--- config.mk ---
export PLATFORM = sky130hd
export DESIGN_NAME = fetch_sequencer_flat
export DESIGN_NICKNAME = d
export VERILOG_FILES = /design/src/rtl/fetch_sequencer_pkg.sv /design/src/rtl/fetch_sequencer_if.sv /design/src/rtl/fetch_sequencer.sv /design/src/flat_wrapper.sv
export SDC_FILE = /design/constraint.sdc
export NUM_CORES = 1
export LEC_CHECK = 0
export CORE_UTILIZATION = 43
export DETAILED_ROUTE_END_ITERATION = 16
export GPL_TIMING_DRIVEN = 0
export PLACE_DENSITY_LB_ADDON = 0.25
export SLEW_MARGIN = 20
export SYNTH_ARGS = -nofsm -noshare
export SYNTH_HDL_FRONTEND = slang
export SYNTH_SLANG_ARGS = --single-unit
--- constraint.sdc ---
create_clock -name clock -period 2.8 [get_ports clock]
set_input_delay 0.56 -clock clock [delete_from_list [all_inputs] [get_ports clock]]
set_output_delay 0.56 -clock clock [all_outputs]
set_load 0.02 [all_outputs]
--- src/rtl/fetch_sequencer_pkg.sv ---
// Shared types and constants for the SPU front-end fetch sequencer.
package fetch_sequencer_pkg;

  typedef enum logic [2:0] {
    RESET_WAIT,
    RUN,
    STALL,
    FLUSH,
    HALT
  } fetch_state_t;

  localparam int unsigned PAIR_BYTES   = 8;
  localparam int unsigned SLOT_SEL_BIT = 29;

  // Drops the slot-select and byte-offset bits to get the pair base address.
  function automatic logic [0:31] pairAlign(input logic [0:31] addr);
    return {addr[0:28], 3'b000};
  endfunction

endpackage

--- src/rtl/fetch_sequencer_if.sv ---
// Control and fetch-address bundle between the sequencer and the decode/execute side.
interface fetch_sequencer_if;

  logic        stall_in;
  logic        branch_taken;
  logic [0:31] branch_target;
  logic [0:31] pc_out;
  logic        fetch_valid;
  logic        slot0_kill;
  logic        flush;
  logic        halted;
  logic        misalign_err;
  logic [0:15] pair_count;

  modport master (
    output stall_in, branch_taken, branch_target,
    input  pc_out, fetch_valid, slot0_kill, flush, halted, misalign_err, pair_count
  );

  modport slave (
    input  stall_in, branch_taken, branch_target,
    output pc_out, fetch_valid, slot0_kill, flush, halted, misalign_err, pair_count
  );

endinterface

--- src/rtl/fetch_sequencer.sv ---
// Program-counter owner for the dual-issue front end: sequential pair fetch,
// stall hold, branch redirect with slot-0 kill and one-cycle flush.
module fetch_sequencer
  import fetch_sequencer_pkg::*;
#(
  parameter int unsigned IMEM_BYTES = 2048,
  parameter logic [0:31] RESET_PC   = 32'h0000_0000
) (
  input logic             clock,
  input logic             reset,
  fetch_sequencer_if.slave fetchBus
);

  fetch_state_t state_q, state_d;
  logic [0:31]  pc_q, pc_d;
  logic         fetchValid_q, fetchValid_d;
  logic         slot0Kill_q, slot0Kill_d;
  logic         flush_q, flush_d;
  logic         halted_q, halted_d;
  logic         misalign_q, misalign_d;
  logic [0:15]  pairCount_q, pairCount_d;

  logic [0:31]  targetPair;
  logic [0:31]  pcAdvance;

  assign targetPair = pairAlign(fetchBus.branch_target);
  assign pcAdvance  = pc_q + 32'(PAIR_BYTES);

  always_comb begin
    state_d      = state_q;
    pc_d         = pc_q;
    fetchValid_d = fetchValid_q;
    slot0Kill_d  = slot0Kill_q;
    flush_d      = 1'b0;
    halted_d     = halted_q;
    misalign_d   = misalign_q;
    pairCount_d  = pairCount_q;

    if (fetchValid_q && (pairCount_q != 16'hFFFF)) begin
      pairCount_d = pairCount_q + 16'd1;
    end

    // A redirect outranks every state, including STALL and HALT.
    if (fetchBus.branch_taken) begin
      pc_d        = targetPair;
      slot0Kill_d = fetchBus.branch_target[SLOT_SEL_BIT];
      flush_d     = 1'b1;
      if (fetchBus.branch_target[30] || fetchBus.branch_target[31]) begin
        misalign_d = 1'b1;
      end
      if (targetPair >= 32'(IMEM_BYTES)) begin
        state_d      = HALT;
        fetchValid_d = 1'b0;
        halted_d     = 1'b1;
      end else begin
        state_d      = FLUSH;
        fetchValid_d = 1'b1;
        halted_d     = 1'b0;
      end
    end else begin
      case (state_q)
        RESET_WAIT: begin
          state_d      = RUN;
          fetchValid_d = 1'b1;
        end
        RUN, FLUSH: begin
          if (fetchBus.stall_in) begin
            state_d      = STALL;
            fetchValid_d = 1'b0;
          end else if (pcAdvance >= 32'(IMEM_BYTES)) begin
            state_d      = HALT;
            fetchValid_d = 1'b0;
            halted_d     = 1'b1;
            slot0Kill_d  = 1'b0;
          end else begin
            state_d      = RUN;
            pc_d         = pcAdvance;
            slot0Kill_d  = 1'b0;
            fetchValid_d = 1'b1;
          end
        end
        // Releasing a stall re-issues the held pair rather than skipping it.
        STALL: begin
          if (!fetchBus.stall_in) begin
            state_d      = RUN;
            fetchValid_d = 1'b1;
          end
        end
        HALT: begin
          fetchValid_d = 1'b0;
        end
        default: begin
          state_d      = HALT;
          fetchValid_d = 1'b0;
        end
      endcase
    end
  end

  always_ff @(posedge clock or negedge reset) begin
    if (!reset) begin
      state_q      <= RESET_WAIT;
      pc_q         <= RESET_PC;
      fetchValid_q <= 1'b0;
      slot0Kill_q  <= 1'b0;
      flush_q      <= 1'b0;
      halted_q     <= 1'b0;
      misalign_q   <= 1'b0;
      pairCount_q  <= 16'h0000;
    end else begin
      state_q      <= state_d;
      pc_q         <= pc_d;
      fetchValid_q <= fetchValid_d;
      slot0Kill_q  <= slot0Kill_d;
      flush_q      <= flush_d;
      halted_q     <= halted_d;
      misalign_q   <= misalign_d;
      pairCount_q  <= pairCount_d;
    end
  end

  assign fetchBus.pc_out       = pc_q;
  assign fetchBus.fetch_valid  = fetchValid_q;
  assign fetchBus.slot0_kill   = slot0Kill_q;
  assign fetchBus.flush        = flush_q;
  assign fetchBus.halted       = halted_q;
  assign fetchBus.misalign_err = misalign_q;
  assign fetchBus.pair_count   = pairCount_q;

endmodule

--- src/flat_wrapper.sv ---
// flat-port wrapper written by rule: the top's interface ports become plain ports
module fetch_sequencer_flat import fetch_sequencer_pkg::*;
#(
  parameter int unsigned IMEM_BYTES = 2048,
  parameter logic [0:31] RESET_PC   = 32'h0000_0000
)
  (clock, reset, fetchBus_stall_in, fetchBus_branch_taken, fetchBus_branch_target, fetchBus_pc_out, fetchBus_fetch_valid, fetchBus_slot0_kill, fetchBus_flush, fetchBus_halted, fetchBus_misalign_err, fetchBus_pair_count);
  fetch_sequencer_if fetchBus_i ();
  input logic clock;
  input logic reset;
  input wire logic [$bits(fetchBus_i.stall_in)-1:0] fetchBus_stall_in;
  input wire logic [$bits(fetchBus_i.branch_taken)-1:0] fetchBus_branch_taken;
  input wire logic [$bits(fetchBus_i.branch_target)-1:0] fetchBus_branch_target;
  output wire logic [$bits(fetchBus_i.pc_out)-1:0] fetchBus_pc_out;
  output wire logic [$bits(fetchBus_i.fetch_valid)-1:0] fetchBus_fetch_valid;
  output wire logic [$bits(fetchBus_i.slot0_kill)-1:0] fetchBus_slot0_kill;
  output wire logic [$bits(fetchBus_i.flush)-1:0] fetchBus_flush;
  output wire logic [$bits(fetchBus_i.halted)-1:0] fetchBus_halted;
  output wire logic [$bits(fetchBus_i.misalign_err)-1:0] fetchBus_misalign_err;
  output wire logic [$bits(fetchBus_i.pair_count)-1:0] fetchBus_pair_count;
  assign fetchBus_i.stall_in = fetchBus_stall_in;
  assign fetchBus_i.branch_taken = fetchBus_branch_taken;
  assign fetchBus_i.branch_target = fetchBus_branch_target;
  assign fetchBus_pc_out = fetchBus_i.pc_out;
  assign fetchBus_fetch_valid = fetchBus_i.fetch_valid;
  assign fetchBus_slot0_kill = fetchBus_i.slot0_kill;
  assign fetchBus_flush = fetchBus_i.flush;
  assign fetchBus_halted = fetchBus_i.halted;
  assign fetchBus_misalign_err = fetchBus_i.misalign_err;
  assign fetchBus_pair_count = fetchBus_i.pair_count;
  fetch_sequencer #(.IMEM_BYTES(IMEM_BYTES), .RESET_PC(RESET_PC)) u_core (.clock(clock), .reset(reset), .fetchBus(fetchBus_i));
endmodule
==> impl_results.md <==
* Outcome: finished with violations
* Failing checks: negative setup slack
* Routability Congestion at between 0.8 and 0.9
* Max_cap viols at 0
* DRC at 0
* Post-cts hold buffer count at 0
* Ys async rst share at 100%
* Layout area overhead at 49.4%
* Clock tree buffer depth at 2
* Pwr dens at roughly 420 mW/mm^2
* Core Rows at 30
* Sw frac at 30.1%
* Yosys top cell area share at between 40 and 50%
* Clock power share at 28.6%
* Worst-Margin Slew at 0.716 ns
* Root buffer cell: clkbuf_8
* CTS tree: built
* Slew Limit Fails at 0
* Via/cell ratio at ~5.8
* Psw at 565 uW
* Tightest Hold Check Type: input pin to async pin
* FF-to-FF setup slack at -0.13 ns
* Synth Cell Area at between 0.002 and 0.003 sq mm
* Chip width at between 80 and 90 um
* Worst slew margin at between 50 and 60%
* Post-place instance area at roughly 0.0040 sq mm
* Setup TNS at -0.438 ns
* 1st-iter DRT viols at between 200 and 250
* Gr ovfl total at 0
* Crit Path Max Fanout at 5
* Dpl cells at 500
* Routed Antenna Nets at 0
* Port buffer count at 85
* Final WL at 8.80 mm
* Post-Syn Instances at ~330
* Worst setup SP type: register
* Crit share post-route at 105%
* Count leader, synth: nand2_1
* Layout Nets at between 400 and 500
* Layout Cell Area excl Fill at around 0.0045 sq mm
* Final Core Density at 66.0%
* Share of layout cells above drive strength 1 at between 10% and 20%
* Synth top area cells: dfrtp_1 (44%), nand2_1 (7.7%), o21ai_0 (4.2%)
* All-Layer GR Usage at 23.9%
* Cell taking the most area after synthesis: dfrtp_1
* Number of distinct library cells after synthesis at 56
* Clk_lat worst skew at between 0.3 and 0.4 ns
* Post-Place Worst Slack at -0.370 ns
* DR vias at 3,096
* EDFF count, synth at 0
* Clock Sink Count at 53
* Seq/Total Area, Yosys at between 40 and 50%
* Wirelength per Cell at around 16 um
* Mean Syn Cell Area at about 9.0 sq um
* CP Buf/Inv Count at 3
* Core area at ~0.0068 sq mm
* Chip height at approximately 85 um
* Post-synth top cells: nand2_1 (61), dfrtp_1 (53), o21ai_0 (25)
* Post-DP HPWL at 5.89 mm
* Crit. End Element: register
* Max stage delay cell, worst path: dfrtp_2
* Final Skew at about 0.011 ns
* Top Ports at 89
* Reg clk slew, reported paths at 0.10 ns
* P_int at 1.31 mW
* Overall power at 1.88 mW
* TritonCTS Buffers at 5
* Max Freq at between 300 and 400 MHz
* Final Worst Setup Slack at -0.133 ns
* Gate power share at 23.8%
* Worst VDD drop at around 0.27 mV
* Crit-path cells: nand4_1, buf_4, or4_4, a2111o_1, a211oi_2, buf_4, o211ai_1, buf_4, o31a_1, o31a_1
* Starting Density at 44.2%
* Endpoints failing hold at 0
* Family with the most delay on the worst path: compound AO/OA/AOI/OAI gates
* Final Critical Period at roughly 3 ns
* Initial antenna violation count at 0
* Most common flop cell mapped by yosys: dfrtp_1
* Critical Path Max Stage Delay at around 0.45 ns
* Largest net degree at the start of global routing at 54
* Leakage power at between 1.5 and 2 nW
* Sequential power share at a little under half
* Final std cells w/o fill at between 500 and 600
* FF+latch count, synth at 53
* Die Area at 0.00728 sq mm
* Data required, critical path at 3.01 ns
* Most frequent CP cell: buf_4
* Htree depth at 2
* First-pass GRT wire length at roughly 14 mm
* Synth Warn # at 0
* RSZ-0062 raised after global routing: yes
* Final Setup Violations at 7
* Vias in the first global route at 2,833
* Worst Path Arrival at around 3.2 ns
* Worst hold slack at 0.266 ns
* First-pass DRT Iterations at 4
* Critical path class: register to register
* N_diodes at 0
[worst paths after layout]
kind,end,startpoint,depth (start not counted)
max,u_core.fetchBus.pc_out[26],u_core.fetchBus.pc_out[22],10
min,u_core.fetchBus.pc_out[8],reset,1
max reg2reg,u_core.fetchBus.pc_out[26],u_core.fetchBus.pc_out[22],10
min reg2reg,u_core.fetchBus.misalign_err,u_core.fetchBus.misalign_err,1
max in group asynchronous,u_core.fetchBus.pc_out[25],reset,1
min in group clock,u_core.fetchBus.misalign_err,u_core.fetchBus.misalign_err,1
[registers in the layout (all words and copies together), names as in the netlist]
register / cells
u_core.fetchBus.slot0_kill: 1
u_core.state_q: 3
u_core.fetchBus.flush: 1
u_core.fetchBus.pc_out: 29
u_core.fetchBus.pair_count: 16
u_core.fetchBus.fetch_valid: 1
u_core.fetchBus.misalign_err: 1
u_core.fetchBus.halted: 1
[layout by cell type, fill, tap and decap left out, types with 11 or more instances in the layout]
| cell type | count |
|---|---|
| nand3_1 | 11 |
| o21ai_1 | 11 |
| nand4_1 | 12 |
| o21ai_0 | 21 |
| dfrtp_1 | 39 |
| clkdlybuf4s50_1 | 84 |
| nand2_1 | 61 |
| buf_4 | 35 |
| dfrtp_2 | 14 |
| nor2_1 | 15 |
[per-layer routing]
metal	global-route usage [%]	vias to the layer above	part of all wire [%]
li1	-	1459	-
met2	38.2	118	49
met5	0	-	0
met3	4.67	18	5.3
met1	32.4	1501	44
met4	8.64	0	2.1
[layout make-up]
cell class	instances	area (sq um)
buffer	15	77.6
clock buffer	5	68.8
clock inverter	3	46.3
fill	553	2290
inverter	6	22.5
multi-input combinational	256	1670
sequential	53	1340
tap	80	100
timing repair buffer	120	1130
[power by group through the flow]
stage / registers (mW) / logic (mW) / clock network (mW)
after floorplan: 0.944 / 0.134 / 0
after global placement: 0.903 / 0.376 / 0
after detailed placement: 0.905 / 0.383 / 0
after CTS: 0.884 / 0.425 / 0.545
after global routing: 0.902 / 0.480 / 0.577
final: 0.895 / 0.447 / 0.538
[cells by family after synthesis]
| logic type | share of synthesized area (%) |
|---|---|
| AND/OR/NAND/NOR | 26.9 |
| AO/OA/AOI/OAI | 15.5 |
| flip-flops | 44.4 |
| buffers and inverters | 4.02 |
| XOR/XNOR | 5.86 |
| multiplexers | 2.26 |
| adder cells (fa/ha/maj) | 0.838 |
| other | 0.126 |
[repair_timing]
action / CTS / global route
pin swaps: 11 / 14
setup endpoints to repair: 28 / 34
resized for setup: 4 / 22
setup buffers: 23 / 13
No activity file was read; power rests on OpenSTA's default activity.
